$ cat config.mk
export PLATFORM = sky130hd
export DESIGN_NAME = uart_sram_loader
export DESIGN_NICKNAME = d
export VERILOG_FILES = /design/src/rtl/uart_sram_loader.sv
export SDC_FILE = /design/constraint.sdc
export NUM_CORES = 1
export LEC_CHECK = 0
export BUFFER_PORTS_ARGS = -buffer_cell sky130_fd_sc_hd__buf_2
export CORE_ASPECT_RATIO = 0.9
export CORE_MARGIN = 3
export CORE_UTILIZATION = 55
export CTS_BUF_LIST = sky130_fd_sc_hd__clkbuf_8
export DETAILED_ROUTE_END_ITERATION = 7
export PLACE_DENSITY = 0.84
export SYNTH_ARGS = -nofsm -noshare
export SYNTH_HDL_FRONTEND = slang
export SYNTH_SLANG_ARGS = --single-unit
$ cat constraint.sdc
create_clock -name clk -period 5.75 [get_ports clk]
set_clock_uncertainty 0.05 [all_clocks]
set_input_delay 0.8625 -clock clk [delete_from_list [all_inputs] [get_ports clk]]
set_output_delay 0.8625 -clock clk [all_outputs]
set_load 0.02 [all_outputs]
$ cat src/rtl/uart_sram_loader.sv
// UART byte-to-SRAM loader: packs received bytes little-endian into 32-bit
// words and writes them to SRAM from BASE_ADDR over a req/ack handshake.
// Ports: clk, rst (sync, active-high); start/flush pulses; rx_valid/rx_data
// byte strobe; sram_req/addr/wdata/be out, sram_ack in; busy, done, overrun,
// word_count status. Optional LOADER_CHECKSUM_EN adds checksum[7:0], the
// mod-256 sum of all bytes in accepted words.
module uart_sram_loader #(
  parameter int              ADDR_W    = 20,
  parameter logic [ADDR_W-1:0] BASE_ADDR = '0,
  parameter int              MAX_WORDS = 1024
) (
  input  logic              clk,
  input  logic              rst,
  input  logic              start,
  input  logic              flush,
  input  logic              rx_valid,
  input  logic [7:0]        rx_data,
  output logic              sram_req,
  output logic [ADDR_W-1:0] sram_addr,
  output logic [31:0]       sram_wdata,
  output logic [3:0]        sram_be,
  input  logic              sram_ack,
  output logic              busy,
  output logic              done,
  output logic              overrun,
  output logic [ADDR_W-1:0] word_count
`ifdef LOADER_CHECKSUM_EN
  ,
  output logic [7:0]        checksum
`endif
);

  localparam int          CW   = $clog2(MAX_WORDS + 1);
  localparam logic [31:0] MAXW = 32'(MAX_WORDS);

  typedef enum logic [1:0] {
    S_IDLE,
    S_COLLECT,
    S_DRAIN,
    S_DONE
  } state_t;

  state_t            state_q;
  logic [1:0]        lane_q;
  logic [31:0]       buf_q;
  logic              pend_q;
  logic [ADDR_W-1:0] addr_q;
  logic [31:0]       wdata_q;
  logic [3:0]        be_q;
  logic              held_q;
  logic [31:0]       hdata_q;
  logic [3:0]        hbe_q;
  logic [ADDR_W-1:0] wc_q;
  logic              ovr_q;
  logic [CW-1:0]     acc_q;

  logic        in_collect;
  logic        take;
  logic        full;
  logic        part;
  logic        flush_now;
  logic        ack_now;
  logic        slot_free;
  logic        at_limit;
  logic [1:0]  lane_n;
  logic [31:0] buf_n;
  logic [3:0]  part_be;
  logic [31:0] part_data;
  logic [31:0] new_word;
  logic [3:0]  new_be;

  assign in_collect = (state_q == S_COLLECT);
  assign take       = rx_valid && in_collect;
  assign full       = take && (lane_q == 2'd3);
  assign lane_n     = take ? lane_q + 2'd1 : lane_q;
  assign flush_now  = flush && in_collect;
  // A byte arriving with flush is packed first, so the partial uses lane_n.
  assign part       = flush_now && (lane_n != 2'd0);
  assign ack_now    = pend_q && sram_ack;
  assign slot_free  = !pend_q || sram_ack;
  assign at_limit   = (32'(acc_q) + 32'd1) == MAXW;

  always_comb begin
    buf_n   = buf_q;
    part_be = 4'b0000;
    if (take) begin
      buf_n[{lane_q, 3'b000} +: 8] = rx_data;
    end
    unique case (lane_n)
      2'd1:    part_be = 4'b0001;
      2'd2:    part_be = 4'b0011;
      2'd3:    part_be = 4'b0111;
      default: part_be = 4'b0000;
    endcase
  end

  // Stale bytes from an earlier word sit in the unused lanes; zero them.
  assign part_data = buf_n & {{8{part_be[3]}}, {8{part_be[2]}},
                              {8{part_be[1]}}, {8{part_be[0]}}};
  assign new_word  = full ? buf_n : part_data;
  assign new_be    = full ? 4'b1111 : part_be;

`ifdef LOADER_CHECKSUM_EN
  logic [7:0] csum_q;
  logic [7:0] word_sum;
  assign word_sum = new_word[7:0] + new_word[15:8]
                  + new_word[23:16] + new_word[31:24];
  assign checksum = csum_q;
`endif

  always_ff @(posedge clk) begin
    if (rst) begin
      state_q <= S_IDLE;
      lane_q  <= '0;
      buf_q   <= '0;
      pend_q  <= 1'b0;
      addr_q  <= '0;
      wdata_q <= '0;
      be_q    <= '0;
      held_q  <= 1'b0;
      hdata_q <= '0;
      hbe_q   <= '0;
      wc_q    <= '0;
      ovr_q   <= 1'b0;
      acc_q   <= '0;
`ifdef LOADER_CHECKSUM_EN
      csum_q  <= '0;
`endif
    end else begin
      unique case (state_q)
        S_IDLE, S_DONE: begin
          if (start) begin
            state_q <= S_COLLECT;
            addr_q  <= BASE_ADDR;
            lane_q  <= '0;
            wc_q    <= '0;
            ovr_q   <= 1'b0;
            pend_q  <= 1'b0;
            held_q  <= 1'b0;
            acc_q   <= '0;
`ifdef LOADER_CHECKSUM_EN
            csum_q  <= '0;
`endif
          end
        end
        S_COLLECT: begin
          lane_q <= lane_n;
          buf_q  <= buf_n;
          if (ack_now) begin
            pend_q <= 1'b0;
            addr_q <= addr_q + ADDR_W'(1);
            wc_q   <= wc_q + ADDR_W'(1);
          end
          if (full || part) begin
            if (slot_free) begin
              wdata_q <= new_word;
              be_q    <= new_be;
              pend_q  <= 1'b1;
            end else if (part) begin
              // Final partial waits behind the busy slot; never dropped.
              held_q  <= 1'b1;
              hdata_q <= new_word;
              hbe_q   <= new_be;
            end else begin
              ovr_q   <= 1'b1;
            end
            if (slot_free || part) begin
              acc_q <= acc_q + CW'(1);
`ifdef LOADER_CHECKSUM_EN
              csum_q <= csum_q + word_sum;
`endif
              if (at_limit) begin
                state_q <= S_DRAIN;
              end
            end
          end
          if (flush_now) begin
            state_q <= S_DRAIN;
          end
        end
        S_DRAIN: begin
          if (ack_now) begin
            pend_q <= 1'b0;
            addr_q <= addr_q + ADDR_W'(1);
            wc_q   <= wc_q + ADDR_W'(1);
            if (held_q) begin
              wdata_q <= hdata_q;
              be_q    <= hbe_q;
              pend_q  <= 1'b1;
              held_q  <= 1'b0;
            end
          end
          if (!pend_q && !held_q) begin
            state_q <= S_DONE;
          end
        end
        default: state_q <= S_IDLE;
      endcase
    end
  end

  assign sram_req   = pend_q;
  assign sram_addr  = addr_q;
  assign sram_wdata = wdata_q;
  assign sram_be    = be_q;
  assign busy       = in_collect || (state_q == S_DRAIN);
  assign done       = (state_q == S_DONE);
  assign overrun    = ovr_q;
  assign word_count = wc_q;

endmodule
==> out/results.ini, run 1 <==
[status]
status=completed

[sta]
tns_ns=0
rsz0062_at_grt=false
period_needed_ns=3.73
setup_viol=0
hold_viol=0
tightest_slew_ns=1.19
period_share=0.649
drv_slew=0
fmax_ghz=0.268
max_slew_margin=0.208

[cts]
tritoncts=done
cts.reportedPaths.clkPinSlew_ns=0.08
clk_path_buf_depth=2
cts-root-buf=clkbuf_8
clk-insertion-delay-late_ns=0.46
cts_sinks=154
htreeDepth=4
holdBufCountCts=0
cts_resized=0
cts_setup_buffers=0
cts_buffers=17

[pwr]
power.share.switching=0.361
clkPwrFrac=0.297
power_density_nw_per_um2=384
power_switching_mw=1.12
p_seq_frac=0.402
p_leak_nw=2.91
combPwrFrac=0.300
intPower_mw=1.98
irDropWorstVdd_uv=259

[setup_path]
worstPathMaxFanout=37
crit_slowest_cell=or2_2
cp.arrival_ns=3.97
crit_required_ns=5.98
cp-start-kind=register
cp-end-kind=register
crit_type=reg2reg
critPathMaxStageDelay_ns=0.86
cp_cell_sequence=ha_1 -> and3_2 -> a31oi_4 -> a2111oi_4 -> buf_4 -> or2_2 -> a311oi_2

[finish]
instances_no_fill=1064
final_nets=916
diodes=0
final_layout_size_suffix_gt1_frac=0.205
area_growth_pct=12.7

[floorplanning]
std_cell_rows=38
die_area_sq_um=14400
core_area_sq_um=12400
start_util=0.579
die_h_um=114
die_w_um=126
ios=94

[worst_hold_path]
hold_path.class=reg2reg

[logic_synthesis]
yosysTopAreaCellShare=0.431
syn_nets=851
synth-seq-cells=154
syn_inst=826
synth_common_cells=dfxtp_1 (154), nand2_1 (104), a21oi_1 (75)
synth_edf_count=0
synth_area_leaders=dfxtp_1 (43%), nand2_1 (5.5%), a21oi_1 (5.2%)
synth_largest_area_cell=dfxtp_1
yosysMostFrequentCell=dfxtp_1
yosys_warnings=0
synth_flop_cell=dfxtp_1
synth_cell_types=71
ys_seq_area_frac=0.431
synthArstFlopShare=0
avgSynthCellArea_sq_um=8.66
syn_area_sq_um=7150

[placed_design]
hpwl_um=11000
port_buffers=93
place_congestion=0.861
dp_cells=1032

[routing]
drc=0
routedWlPerCell_um=16.1
first_pass_iters=5
drt-initial-drc-count=555
vias=6273
routed_wl_um=17100
vias_per_cell=5.90
ant_nets=0

[grt]
gr-total-overflow=0
grtUsageTotal=0.240
grt_pass1_vias=5767
grt_max_degree=100
antenna_found_initial=0
grt_pass1_wl_um=28400

[run]
drv_cap=0

[critical path, delay by kind of cell, from the launching register on]
family	cells	cell delay, ns
adder cells (fa/ha/maj)	1	0.78
flip-flops	1	0.39
AND/OR/NAND/NOR	2	1.27
AO/OA/AOI/OAI	3	0.63
buffers and inverters	1	0.43
[registers in the layout, summed over array words and instances, names as in the netlist, 2 cells and up]
signal,cells
acc_q,11
sram_be,4
hdata_q,32
buf_q,24
lane_q,2
state_q,2
word_count,20
sram_wdata,32
hbe_q,4
sram_addr,20
[power groups by stage]
stage          registers [mW]  logic (mW)  clock network (mW)
5_1_grt                  1.26        1.01               0.974
4_1_cts                  1.24       0.933               0.930
2_1_floorplan            1.36       0.620                   0
3_5_place_dp             1.27       0.931                   0
6_report                 1.25       0.930               0.920
3_3_place_gp             1.27       0.911                   0
[per-stage QoR]
step | cell area (sq um) | utilization | setup WS [ns] | hold slack [ns] | power (mW)
3_5_place_dp | 7610 | 0.616 | 2.03 | 0.393 | 2.20
5_1_grt | 8060 | 0.652 | 1.72 | 0.420 | 3.24
2_1_floorplan | 7150 | - | 3.17 | 0.386 | 1.98
3_3_place_gp | 7610 | 0.616 | 2.15 | 0.387 | 2.18
6_report | 8060 | 0.652 | 2.02 | 0.401 | 3.10
4_1_cts | 8060 | 0.652 | 2.03 | 0.404 | 3.11
[routing by layer]
| layer | track usage | routed length (um) |
|---|---|---|
| met1 | 0.322 | 7510 |
| met3 | 0.0658 | 1390 |
| met2 | 0.381 | 7910 |
| met5 | 0 | 0 |
| met4 | 0.0758 | 263 |
[layout make-up]
type / count / area, sq um
fill: 1030 / 4300
multi-input combinational: 594 / 3720
sequential: 154 / 3080
timing repair buffer: 101 / 528
clock buffer: 19 / 262
tap: 160 / 200
clock inverter: 13 / 189
inverter: 23 / 86.3
[cell families after synthesis]
kind of cell	Yosys count	share of synthesized area
compound gates	194	0.208
xor+xnor	28	0.0343
fa+ha+maj	11	0.0192
buf+inv	78	0.0516
flops	154	0.431
mux	10	0.0142
simple gates	351	0.242
[path summary, 6_finish.rpt]
kind / from / end / slack (ns) / cells past startpoint
setup / recovery: state_q[0] / sram_wdata[29] / 2.02 / 7
hold / removal: sram_be[2] / sram_be[2] / 0.40 / 2
setup reg to reg: state_q[0] / sram_wdata[29] / 2.02 / 7
hold reg to reg: sram_be[2] / sram_be[2] / 0.40 / 2
[layout by cell type, fill, tap and decap left out, types with 4 or more instances in the layout]
master     Yosys  layout
a2bb2oi_1      8       8
a22oi_1       14      14
a211oi_2      16      16
and4_1         5       5
dfxtp_1      154     154
nor3_1        55      55
xor2_1         4       4
nand2_1      104     104
nor4_1         6       6
o21ai_0       17      17
bufinv_16      0       4
o21ai_1        8       8
and2_1         5       5
xnor2_1       24      24
nand3_1       42      42
a21oi_1       75      75
clkbuf_8       1      19
inv_1         23      23
and3_1        13      13
nand3b_1       5       5
buf_2          8      92
a311oi_2      13      13
mux2i_1        9       9
ha_1          11      11
buf_4          5       9
or3_1         11      11
a311oi_1       5       5
a211oi_1      11      11
nor2_1        74      73
Power figures use the tool's default switching activity.
==> inputs of run 2 (changes only) <==
==> constraint.sdc (replaced) <==
create_clock -name clk -period 3.73 [get_ports clk]
set_clock_uncertainty 0.05 [all_clocks]
set_input_delay 0.5595 -clock clk [delete_from_list [all_inputs] [get_ports clk]]
set_output_delay 0.5595 -clock clk [all_outputs]
set_load 0.02 [all_outputs]
==> out/results.ini, run 2 (same netlist as run 1, synthesis figures left out) <==
[status]
status=completed  ; unchanged

[cts]
clk-insertion-delay-late_ns=0.45  ; was 0.46 ns
cts_resized=0  ; unchanged
cts-root-buf=clkbuf_8  ; unchanged
holdBufCountCts=0  ; unchanged
cts_buffers=17  ; unchanged
tritoncts=done  ; unchanged
cts_setup_buffers=0  ; unchanged
cts.reportedPaths.clkPinSlew_ns=0.09  ; was 0.08 ns
cts_sinks=154  ; unchanged
clk_path_buf_depth=2  ; unchanged
htreeDepth=4  ; unchanged

[floorplanning]
die_h_um=114  ; unchanged
std_cell_rows=38  ; unchanged
ios=94  ; unchanged
die_area_sq_um=14400  ; unchanged
start_util=0.579  ; unchanged
die_w_um=126  ; unchanged
core_area_sq_um=12400  ; unchanged

[grt]
grt_pass1_wl_um=28000  ; was 28400 um
grt_max_degree=52  ; was 100
antenna_found_initial=0  ; unchanged
grt_pass1_vias=5726  ; was 5767
grtUsageTotal=0.235  ; was 0.240
gr-total-overflow=0  ; unchanged

[placed_design]
dp_cells=1039  ; was 1032
port_buffers=93  ; unchanged
place_congestion=0.854  ; was 0.861
hpwl_um=11200  ; was 11000 um

[routing]
vias_per_cell=5.87  ; was 5.90
ant_nets=0  ; unchanged
routed_wl_um=17000  ; was 17100 um
drc=0  ; unchanged
vias=6296  ; was 6273
drt-initial-drc-count=530  ; was 555
first_pass_iters=5  ; unchanged
routedWlPerCell_um=15.9  ; was 16.1 um

[finish]
mostFrequentLayoutCell=dfxtp_1  ; unchanged
fill_cells=1042  ; was 1030
final_cell_mix=dfxtp_1 (154), nand2_1 (104), buf_2 (92), a21oi_1 (75), nor2_1 (73)  ; unchanged
final_layout_size_suffix_gt1_frac=0.211  ; was 0.205
instances_no_fill=1072  ; was 1064
area_growth_pct=13.2  ; was 12.7%
final_nets=923  ; was 916

[sta]
period_share=0.827  ; was 0.649
tightest_slew_ns=0.887  ; was 1.19 ns
drv_slew=0  ; unchanged
fmax_ghz=0.324  ; was 0.268 GHz
setup_viol=0  ; unchanged
max_slew_margin=0.404  ; was 0.208
rsz0062_at_grt=false  ; unchanged
hold_viol=0  ; unchanged
tns_ns=0  ; unchanged
period_needed_ns=3.09  ; was 3.73 ns

[setup_path]
crit_type=reg2reg  ; unchanged
cp.arrival_ns=3.35  ; was 3.97 ns
worstPathMaxFanout=27  ; was 37
crit_slowest_cell=dfxtp_1  ; was or2_2
crit_family=simple AND/OR/NAND/NOR gates  ; unchanged
crit_required_ns=4.00  ; was 5.98 ns
critPathMaxStageDelay_ns=0.59  ; was 0.86 ns
cp_cell_sequence=inv_1 -> ha_1 -> nand3b_4 -> nand3_1 -> or2_2 -> o21ai_1 -> a211oi_1  ; was ha_1 -> and3_2 -> a31oi_4 -> a2111oi_4 -> buf_4 -> or2_2 -> a311oi_2
crit_buf_inv=1  ; unchanged
cp-end-kind=register  ; unchanged
cp-start-kind=register  ; unchanged

[run]
drv_cap=0  ; unchanged

[pwr]
power_density_nw_per_um2=586  ; was 384 nW/um^2
irDropWorstVdd_uv=360  ; was 259 uV
p_leak_nw=2.94  ; was 2.91 nW

[worst_hold_path]
hold_path.class=in2reg  ; was reg2reg

==> run 2: changes by cell type in the layout (fill, tap and decap cells not counted), sizes merged <==
| cell | previous run | this run |
|---|---|---|
| clkbuf | 19 | 20 |
| clkinv | 5 | 2 |
| diode | 0 | 1 |
| inv | 25 | 27 |
| clkinvlp | 2 | 3 |
| buf | 101 | 108 |
| bufinv | 4 | 3 |
==> run 2: worst paths after layout <==
check	start	to	slack, ns	cells after the start
worst max-delay path	lane_q[0]	hdata_q[15]	0.64	7
worst min-delay path	flush	state_q[0]	0.39	3
worst max register to register	lane_q[0]	hdata_q[15]	0.64	7
worst min register to register	hdata_q[4]	hdata_q[4]	0.41	2
==> run 2: report_power, final <==
group	leakage [nW]	internal [mW]	total [mW]	switching, mW
Combinational	1.48	0.499	1.48	0.982
Clock	0.213	0.723	1.36	0.640
Sequential	1.25	1.81	1.91	0.0981
==> run 2: cell type report <==
type | instances | area (sq um) | area share
multi-input combinational | 594 | 3710 | 0.458
sequential | 154 | 3080 | 0.381
timing repair buffer | 108 | 581 | 0.0717
inverter | 23 | 86.3 | 0.0107
clock inverter | 12 | 161 | 0.0199
tap | 160 | 200 | 0.0247
clock buffer | 20 | 275 | 0.0340
antenna | 1 | 2.50 | 0.000309
==> run 2: worst min-delay path, stage by stage <==
cell and delay, ns:
buf_2 0.11, a311o_1 0.11, a21oi_1 0.05
==> run 2: per-stage QoR <==
step           power, mW  setup slack, ns  hold WS, ns  area [sq um]  utilization
2_1_floorplan       3.05             1.20        0.386          7150            -
3_3_place_gp        3.38            0.742        0.390          7660        0.620
3_5_place_dp        3.41            0.666        0.397          7660        0.620
4_1_cts             4.76            0.668        0.368          8100        0.655
5_1_grt             4.98            0.452        0.380          8100        0.655
6_report            4.75            0.645        0.386          8100        0.655
==> run 2: metal layers <==
metal,global-route usage,part of all wire,vias to the layer above
met5,0,0,-
met4,0.0743,0.021,0
met3,0.0592,0.081,40
met2,0.364,0.46,242
met1,0.325,0.44,2920
li1,-,-,3094
==> inputs of run 3 (changes only) <==
--- a/config.mk
+++ b/config.mk
@@ -5,13 +5,14 @@
 export SDC_FILE = /design/constraint.sdc
 export NUM_CORES = 1
 export LEC_CHECK = 0
+export ABC_AREA = 1
 export BUFFER_PORTS_ARGS = -buffer_cell sky130_fd_sc_hd__buf_2
 export CORE_ASPECT_RATIO = 0.9
 export CORE_MARGIN = 3
-export CORE_UTILIZATION = 55
+export CORE_UTILIZATION = 54
 export CTS_BUF_LIST = sky130_fd_sc_hd__clkbuf_8
 export DETAILED_ROUTE_END_ITERATION = 7
-export PLACE_DENSITY = 0.84
+export PLACE_DENSITY = 0.85
 export SYNTH_ARGS = -nofsm -noshare
 export SYNTH_HDL_FRONTEND = slang
 export SYNTH_SLANG_ARGS = --single-unit
==> constraint.sdc (replaced) <==
create_clock -name clk -period 2.8 [get_ports clk]
set_clock_uncertainty 0.05 [all_clocks]
set_input_delay 0.42 -clock clk [delete_from_list [all_inputs] [get_ports clk]]
set_output_delay 0.42 -clock clk [all_outputs]
set_load 0.02 [all_outputs]
==> out/results.ini, run 3 <==
[status]
status=completed  ; unchanged

[floorplanning]
std_cell_rows=39  ; was 38
die_h_um=115  ; was 114 um
start_util=0.555  ; was 0.579
core_area_sq_um=12800  ; was 12400 sq um
ios=94  ; unchanged
die_w_um=127  ; was 126 um
die_area_sq_um=14600  ; was 14400 sq um

[setup_path]
cp-start-kind=register  ; unchanged
worstPathMaxFanout=12  ; was 27
rr_worst_depth=12  ; was 7
cp.arrival_ns=2.80  ; was 3.35 ns
r2r-start=state_q[0]  ; was lane_q[0]
crit_slowest_cell=dfxtp_1  ; unchanged
r2r-end=sram_addr[15]  ; was hdata_q[15]
critPathMaxStageDelay_ns=0.39  ; was 0.59 ns
cp_cell_sequence=inv_1 -> ha_2 -> nand2_1 -> o21ai_4 -> nand2_1 -> nor2_2 -> nand3_1 -> nor2_1 -> nand2_1 -> o21ai_1 -> nand2_1 -> o21a_1  ; was inv_1 -> ha_1 -> nand3b_4 -> nand3_1 -> or2_2 -> o21ai_1 -> a211oi_1
cp_common_cell=nand2_1
crit_required_ns=3.12  ; was 4.00 ns
cp-end-kind=register  ; unchanged
crit_type=reg2reg  ; unchanged
r2r_slack_ns=0.31  ; was 0.64 ns

[pwr]
power_density_nw_per_um2=797  ; was 586 nW/um^2
total_power_mw=6.43  ; was 4.75 mW
p_leak_nw=3.35  ; was 2.94 nW
irDropWorstVdd_uv=517  ; was 360 uV

[sta]
max_slew_margin=0.490  ; was 0.404
setup_viol=0  ; unchanged
tns_ns=0  ; unchanged
hold_viol=0  ; unchanged
period_needed_ns=2.49  ; was 3.09 ns
rsz0062_at_grt=false  ; unchanged
fmax_ghz=0.402  ; was 0.324 GHz
tightest_slew_ns=0.758  ; was 0.887 ns
timing.final.ws_setup_ns=0.315  ; was 0.645 ns
period_share=0.888  ; was 0.827
drv_slew=0  ; unchanged

[routing]
drc=0  ; unchanged
vias=6767  ; was 6296
vias_per_cell=5.46  ; was 5.87
drt-initial-drc-count=625  ; was 530
routedWlPerCell_um=13.7  ; was 15.9 um
ant_nets=0  ; unchanged
first_pass_iters=6  ; was 5
routed_wl_um=16900  ; was 17000 um

[finish]
final_cell_mix=nand2_1 (166), dfxtp_1 (154), nor2_1 (132), a21oi_1 (118), inv_1 (102)  ; was dfxtp_1 (154), nand2_1 (104), buf_2 (92), a21oi_1 (75), nor2_1 (73)
final_layout_size_suffix_gt1_frac=0.148  ; was 0.211
diodes=0  ; was 1
area_growth_pct=13.6  ; was 13.2%
final_nets=1088  ; was 923
instances_no_fill=1239  ; was 1072
mostFrequentLayoutCell=nand2_1  ; was dfxtp_1
fill_cells=1121  ; was 1042
finalInstanceArea_sq_um=8060  ; was 8100 sq um

[grt]
antenna_found_initial=0  ; unchanged
gr-total-overflow=0  ; unchanged
grtUsageTotal=0.232  ; was 0.235
grt_pass1_vias=6110  ; was 5726
grt_pass1_wl_um=27800  ; was 28000 um
grt_max_degree=51  ; was 52

[logic_synthesis]
yosys_warnings=0  ; unchanged
yosysTopAreaCellShare=0.434  ; was 0.431
synth_area_leaders=dfxtp_1 (43%), nand2_1 (8.8%), a21oi_1 (8.3%)  ; was dfxtp_1 (43%), nand2_1 (5.5%), a21oi_1 (5.2%)
synth_cell_types=42  ; was 71
synth_common_cells=nand2_1 (166), dfxtp_1 (154), nor2_1 (132)  ; was dfxtp_1 (154), nand2_1 (104), a21oi_1 (75)
synth_largest_area_cell=dfxtp_1  ; unchanged
syn_area_sq_um=7100  ; was 7150 sq um
synthArstFlopShare=0  ; unchanged
synth_edf_count=0  ; unchanged
syn_inst=988  ; was 826
ys_seq_area_frac=0.434  ; was 0.431
synth-seq-cells=154  ; unchanged
synth_flop_cell=dfxtp_1  ; unchanged
syn_nets=1013  ; was 851
avgSynthCellArea_sq_um=7.18  ; was 8.66 sq um
yosysMostFrequentCell=nand2_1  ; was dfxtp_1

[worst_hold_path]
min_from=rst  ; was flush
hold_path.class=in2reg  ; unchanged
whs_path_depth=2  ; was 3
min_to=sram_addr[1]  ; was state_q[0]

[cts]
cts_sinks=154  ; unchanged
tritoncts=done  ; unchanged
cts.reportedPaths.clkPinSlew_ns=0.08  ; was 0.09 ns
clk_path_buf_depth=2  ; unchanged
cts-root-buf=clkbuf_8  ; unchanged
htreeDepth=4  ; unchanged
clk-insertion-delay-late_ns=0.47  ; was 0.45 ns
cts_buffers=17  ; unchanged
cts_setup_buffers=0  ; unchanged

[run]
drv_cap=0  ; unchanged

[placed_design]
port_buffers=93  ; unchanged
hpwl_um=11800  ; was 11200 um
dp_slack_ns=0.238  ; was 0.666 ns
placed_area_sq_um=7620  ; was 7660 sq um
place_congestion=0.871  ; was 0.854
dp_cells=1208  ; was 1039

-- run 3: metrics by stage --
step	hold slack [ns]	utilization
floorplan	0.368	-
detailed placement	0.380	0.596
finish	0.164	0.630
global route	0.181	0.630
CTS	0.153	0.630
global placement	0.377	0.596
-- run 3: worst max path at each step --
| stage | start | to | slack, ns |
|---|---|---|---|
| floorplan | lane_q[0] | sram_wdata[27] | 0.58 |
| global placement | state_q[0] | sram_addr[15] | 0.40 |
| detailed placement | state_q[0] | sram_addr[15] | 0.24 |
| CTS | state_q[0] | sram_addr[15] | 0.20 |
| global route | lane_q[1] | sram_be[0] | 0.04 |
| finish | state_q[0] | sram_addr[15] | 0.31 |
-- run 3: worst max-delay path, delay by kind of cell, from the launching register on --
| family | cells | cell delay (ns) |
|---|---|---|
| DFF | 1 | 0.39 |
| buffers and inverters | 1 | 0.06 |
| AOI/OAI and AO/OA | 3 | 0.47 |
| adders and majority gates | 1 | 0.38 |
| and+or+nand+nor | 7 | 1.04 |
-- run 3: per-layer routing --
| layer | track usage | vias up | wire [um] |
|---|---|---|---|
| li1 | - | 3422 | - |
| met1 | 0.312 | 3085 | 7830 |
| met2 | 0.374 | 227 | 7690 |
| met3 | 0.0548 | 33 | 1130 |
| met4 | 0.0708 | 0 | 299 |
| met5 | 0 | - | 0 |
-- run 3: cell families after synthesis --
logic type	after synthesis	synth area share
xor+xnor	2	0.00247
compound gates	263	0.208
simple gates	403	0.245
flops	154	0.434
fa+ha+maj	11	0.0194
buf+inv	155	0.0905
-- run 3: what timing repair did --
action | CTS | global route
endpoints found under the setup margin | 0 | 3
resized for setup | 0 | 3
hold buffers | 0 | 0
-- run 3: area by class of cell --
| class | count | area [sq um] | area share |
|---|---|---|---|
| Multi-Input combinational cell | 679 | 3380 | 0.419 |
| Sequential cell | 154 | 3080 | 0.382 |
| Timing Repair Buffer | 102 | 546 | 0.0677 |
| Inverter | 109 | 412 | 0.0511 |
| Clock buffer | 19 | 262 | 0.0324 |
| Tap cell | 164 | 205 | 0.0255 |
| Clock inverter | 12 | 173 | 0.0214 |
-- run 3: report_power, final --
| group | switching (mW) | total (mW) | internal [mW] | leakage [nW] |
|---|---|---|---|---|
| Clock | 0.840 | 1.85 | 1.01 | 0.211 |
| Combinational | 1.35 | 1.92 | 0.566 | 1.89 |
| Sequential | 0.180 | 2.66 | 2.48 | 1.25 |
| Total | 2.37 | 6.43 | 4.05 | 3.35 |
